--- src/rtl/sync_filter.sv ---
// Multi-channel input conditioner: per-channel synchronizer followed by a
// consecutive-mismatch glitch filter. Define SYNC_FILTER_EDGE_EN for rise/fall pulses.
module sync_filter #(
    parameter int                  Channels     = 4,
    parameter int                  Stages       = 2,
    parameter int                  FilterCycles = 4,
    parameter logic [Channels-1:0] InitValue    = '0
) (
    input  logic                clk,
    input  logic                reset,
    input  logic [Channels-1:0] in,
    output logic [Channels-1:0] out,
    output logic [Channels-1:0] rise,
    output logic [Channels-1:0] fall,
    output logic [Channels-1:0] busy
);

    localparam int CntW = $clog2(FilterCycles + 1);
    localparam logic [CntW-1:0] CntMax = CntW'(FilterCycles - 1);

    // Synchronized view of the inputs feeding the filter.
    logic [Channels-1:0] s;

    generate
        if (Stages > 0) begin : g_sync
            logic [Channels-1:0] sync_q [Stages];
            logic [Channels-1:0] sync_d [Stages];

            always_comb begin
                sync_d    = sync_q;
                sync_d[0] = in;
                for (int k = 1; k < Stages; k++) begin
                    sync_d[k] = sync_q[k-1];
                end
            end

            always_ff @(posedge clk or posedge reset) begin
                if (reset) begin
                    for (int k = 0; k < Stages; k++) begin
                        sync_q[k] <= InitValue;
                    end
                end else begin
                    sync_q <= sync_d;
                end
            end

            assign s = sync_q[Stages-1];
        end else begin : g_no_sync
            assign s = in;
        end
    endgenerate

    logic [CntW-1:0]     cnt_q [Channels];
    logic [CntW-1:0]     cnt_d [Channels];
    logic [Channels-1:0] out_q;
    logic [Channels-1:0] out_d;
    logic [Channels-1:0] commit;

    // Counter restarts whenever the synchronized level agrees with the output,
    // so a pending change needs an unbroken run of mismatches.
    always_comb begin
        out_d  = out_q;
        commit = '0;
        for (int i = 0; i < Channels; i++) begin
            cnt_d[i] = '0;
            if (s[i] != out_q[i]) begin
                if (cnt_q[i] == CntMax) begin
                    out_d[i]  = s[i];
                    commit[i] = 1'b1;
                end else begin
                    cnt_d[i] = cnt_q[i] + CntW'(1);
                end
            end
        end
    end

    always_ff @(posedge clk or posedge reset) begin
        if (reset) begin
            out_q <= InitValue;
            for (int i = 0; i < Channels; i++) begin
                cnt_q[i] <= '0;
            end
        end else begin
            out_q <= out_d;
            cnt_q <= cnt_d;
        end
    end

    always_comb begin
        busy = '0;
        for (int i = 0; i < Channels; i++) begin
            busy[i] = (cnt_q[i] != '0);
        end
    end

    assign out = out_q;

`ifdef SYNC_FILTER_EDGE_EN
    logic [Channels-1:0] rise_q;
    logic [Channels-1:0] rise_d;
    logic [Channels-1:0] fall_q;
    logic [Channels-1:0] fall_d;

    // A commit always flips the output, so the new level gives the direction.
    always_comb begin
        rise_d = commit & s;
        fall_d = commit & ~s;
    end

    always_ff @(posedge clk or posedge reset) begin
        if (reset) begin
            rise_q <= '0;
            fall_q <= '0;
        end else begin
            rise_q <= rise_d;
            fall_q <= fall_d;
        end
    end

    assign rise = rise_q;
    assign fall = fall_q;
`else
    logic [Channels-1:0] commit_unused;
    assign commit_unused = commit;
    assign rise = '0;
    assign fall = '0;
`endif

endmodule

--- config.mk ---
export PLATFORM = sky130hd
export DESIGN_NAME = sync_filter
export DESIGN_NICKNAME = d
export VERILOG_FILES = /design/src/rtl/sync_filter.sv
export SDC_FILE = /design/constraint.sdc
export NUM_CORES = 1
export LEC_CHECK = 0
export BUFFER_PORTS_ARGS = -buffer_cell sky130_fd_sc_hd__buf_2
export CORE_MARGIN = 2
export CORE_UTILIZATION = 25
export CTS_CLUSTER_SIZE = 30
export DETAILED_ROUTE_END_ITERATION = 10
export GPL_TIMING_DRIVEN = 0
export SLEW_MARGIN = 20
export SYNTH_ARGS = -nofsm -noshare
export SYNTH_HDL_FRONTEND = slang
export SYNTH_SLANG_ARGS = --single-unit
--- constraint.sdc ---
create_clock -name clk -period 2.6 [get_ports clk]
set_clock_uncertainty 0.1 [all_clocks]
set_input_delay 0.52 -clock clk [delete_from_list [all_inputs] [get_ports clk]]
set_output_delay 0.52 -clock clk [all_outputs]
set_load 0.01 [all_outputs]
==> results_dict.tcl <==
set metrics [dict create \
    run_status "completed" \
    cts_tree "done" \
    die_h_um 68.9 \
    syn_inst 78 \
    worstPathArrival_ns 1.08 \
    synth_warnings 0 \
    end_kind "output pin" \
    first_pass_iters 4 \
    crit_slowest_cell "dfrtp_1" \
    syn_to_final_growth_pct 19.8 \
    power_frac_seq 0.454 \
    drive_gt1_frac 0.324 \
    post-route-period-util 0.652 \
    synth_seq_area_share 0.570 \
    io_buffers 13 \
    wl_per_cell_um 8.79 \
    comb_power_share 0.339 \
    ys_seq_elements 24 \
    tns_ns 0 \
    hp-class "flip-flop to flip-flop" \
    clockBufferDepth 2 \
    leakagePower_nw 0.630 \
    layout.nets 117 \
    cts.sinks 24 \
    maxSlewViolCount 0 \
    drv_cap 0 \
    ant_nets 0 \
    layout_common_cells "dfrtp_1, buf_2, inv_1" \
    setup_viol_count_final 0 \
    cts_resized 0 \
    drc_errors 0 \
    internal_power_mw 0.807 \
    path_clk_slew_ns 0.07 \
    layout.cells.most_common "dfrtp_1" \
    synth_cell_types 11 \
    path_class "flip-flop to output pin" \
    rsz0062_at_grt "false" \
    power.density_mw_per_mm2 919 \
    cts-root-buf "clkbuf_8" \
    cts-buffers-inserted 3 \
    final_util 0.313 \
    clk_latency_ns 0.26 \
    worst-path-max-fanout 3 \
    synth.avg_cell_area_um2 13.5 \
    io_pins 22 \
    grt_usage 0.0721 \
    cp_data_required_time_ns 1.98 \
    grt_start_max_net_pins 25 \
    period_needed_ns 1.70 \
    core_area_mm2 0.00403 \
    wl_um 1340 \
    gr-total-overflow 0 \
    vias 570 \
    vias_per_cell 3.75 \
    fmax_mhz 590 \
    grt_pass1_wl_um 2500 \
    cp-start-kind "flip-flop" \
    ctsHoldBuffers 0 \
    antenna_found_initial 0 \
    syn-cell-area_mm2 0.00105 \
    path_cells "inv_1, ha_1, nand2b_1, buf_2" \
    swShare 0.304 \
    vdd_drop_max_mv 0.353 \
    htree_num_levels 1 \
    gp_congestion 0.682 \
    num_rows 23 \
    drt_iter0_markers 2 \
    post-dp-hpwl_um 1040 \
    dieWidth_um 68.9 \
    p_clk_frac 0.207 \
    start_util 0.261 \
    die_area_mm2 0.00475 \
    tightest_slew_ns 0.861 \
    max_slew_margin 0.425 \
    p_sw_mw 0.353 \
    rrSetupSlack_ns 1.33 \
    hold_violations 0 \
    grt_pass1_vias 593 \
    post_cts_buffers 0 \
    antennaDiodeCount 0 \
    max_stage_delay_ns 0.38 \
]
[critical path: cells and delay by family (launching register included)]
kind	cells	cell delay, ns
flip-flops	1	0.38
AND/OR/NAND/NOR	1	0.07
buffers and inverters	2	0.17
adder cells (fa/ha/maj)	1	0.19
[area by class of cell]
class	instances	area [µm²]
multi-input cells	44	385
clock buffers	4	55.1
well taps	50	62.6
repair buffers	13	65.1
fillers	420	2770
plain buffers	8	60.1
flip-flops and latches	24	601
inverters	9	33.8
[cell families (layout without fill, tap and decap cells)]
| logic type | after synthesis | count (layout) | share of synthesized area |
|---|---|---|---|
| buffers and inverters | 17 | 34 | 0.0891 |
| muxes | 4 | 4 | 0.0570 |
| adders and majority gates | 8 | 8 | 0.0950 |
| xor gates and xnor gates | 4 | 4 | 0.0333 |
| other | 1 | 8 | 0.00356 |
| and+or+nand+nor | 20 | 20 | 0.152 |
| DFF | 24 | 24 | 0.570 |
[layer usage]
| layer | wire length (µm) | track usage | vias to the layer above |
|---|---|---|---|
| li1 | - | - | 277 |
| met5 | 0 | 0 | - |
| met4 | 27 | 0.0368 | 0 |
| met2 | 585 | 0.118 | 22 |
| met1 | 617 | 0.0869 | 267 |
| met3 | 105 | 0.0195 | 4 |
[Yosys cell counts, drive strengths merged]
library cell,number,share of area
mux2,4,0.057
buf,8,0.057
xnor2,4,0.033
nor2b,4,0.052
ha,8,0.095
nor3b,8,0.057
nor3,4,0.019
dfrtp,24,0.57
nand2b,4,0.024
conb,1,0.0036
inv,9,0.032
[power groups by stage]
stage               clock network (mW)  logic [mW]  registers [mW]
global route                     0.268       0.456           0.538
CTS                              0.251       0.403           0.528
detailed placement                   0       0.401           0.534
global placement                     0       0.389           0.528
floorplan                            0       0.274           0.537
finish                           0.240       0.393           0.527
[flip-flops by register name, summed over array words and instances (netlist names)]
name,flops
g_sync.sync_d,4
cnt_q,12
out,4
s,4
[final timing paths]
path	startpoint	endpoint	cells after the start
min reg2reg	g_sync.sync_d[3]$_DFF_PP0_	s[3]$_DFF_PP0_	0
min	g_sync.sync_d[3]$_DFF_PP0_	s[3]$_DFF_PP0_	0
min in group asynchronous	reset	s[2]$_DFF_PP0_	2
max reg2reg	cnt_q[9]$_DFF_PP0_	out[0]$_DFFE_PP0P_	3
max	cnt_q[3]$_DFF_PP0_	busy[2]	4
max in group asynchronous	reset	cnt_q[10]$_DFF_PP0_	2
[metrics by stage]
step / cells / hold WS (ns) / total power, mW / worst slack, ns / cell area [µm²]
after floorplan: 85 / 0.231 / 0.811 / 1.31 / 1080
after global placement: 148 / 0.235 / 0.916 / 1.21 / 1210
after detailed placement: 148 / 0.236 / 0.935 / 1.18 / 1210
after CTS: 152 / 0.254 / 1.18 / 0.897 / 1260
after global routing: 152 / 0.255 / 1.26 / 0.831 / 1260
final: 152 / 0.253 / 1.16 / 0.904 / 1260
Note: power is estimated with default switching activity, not from simulation.
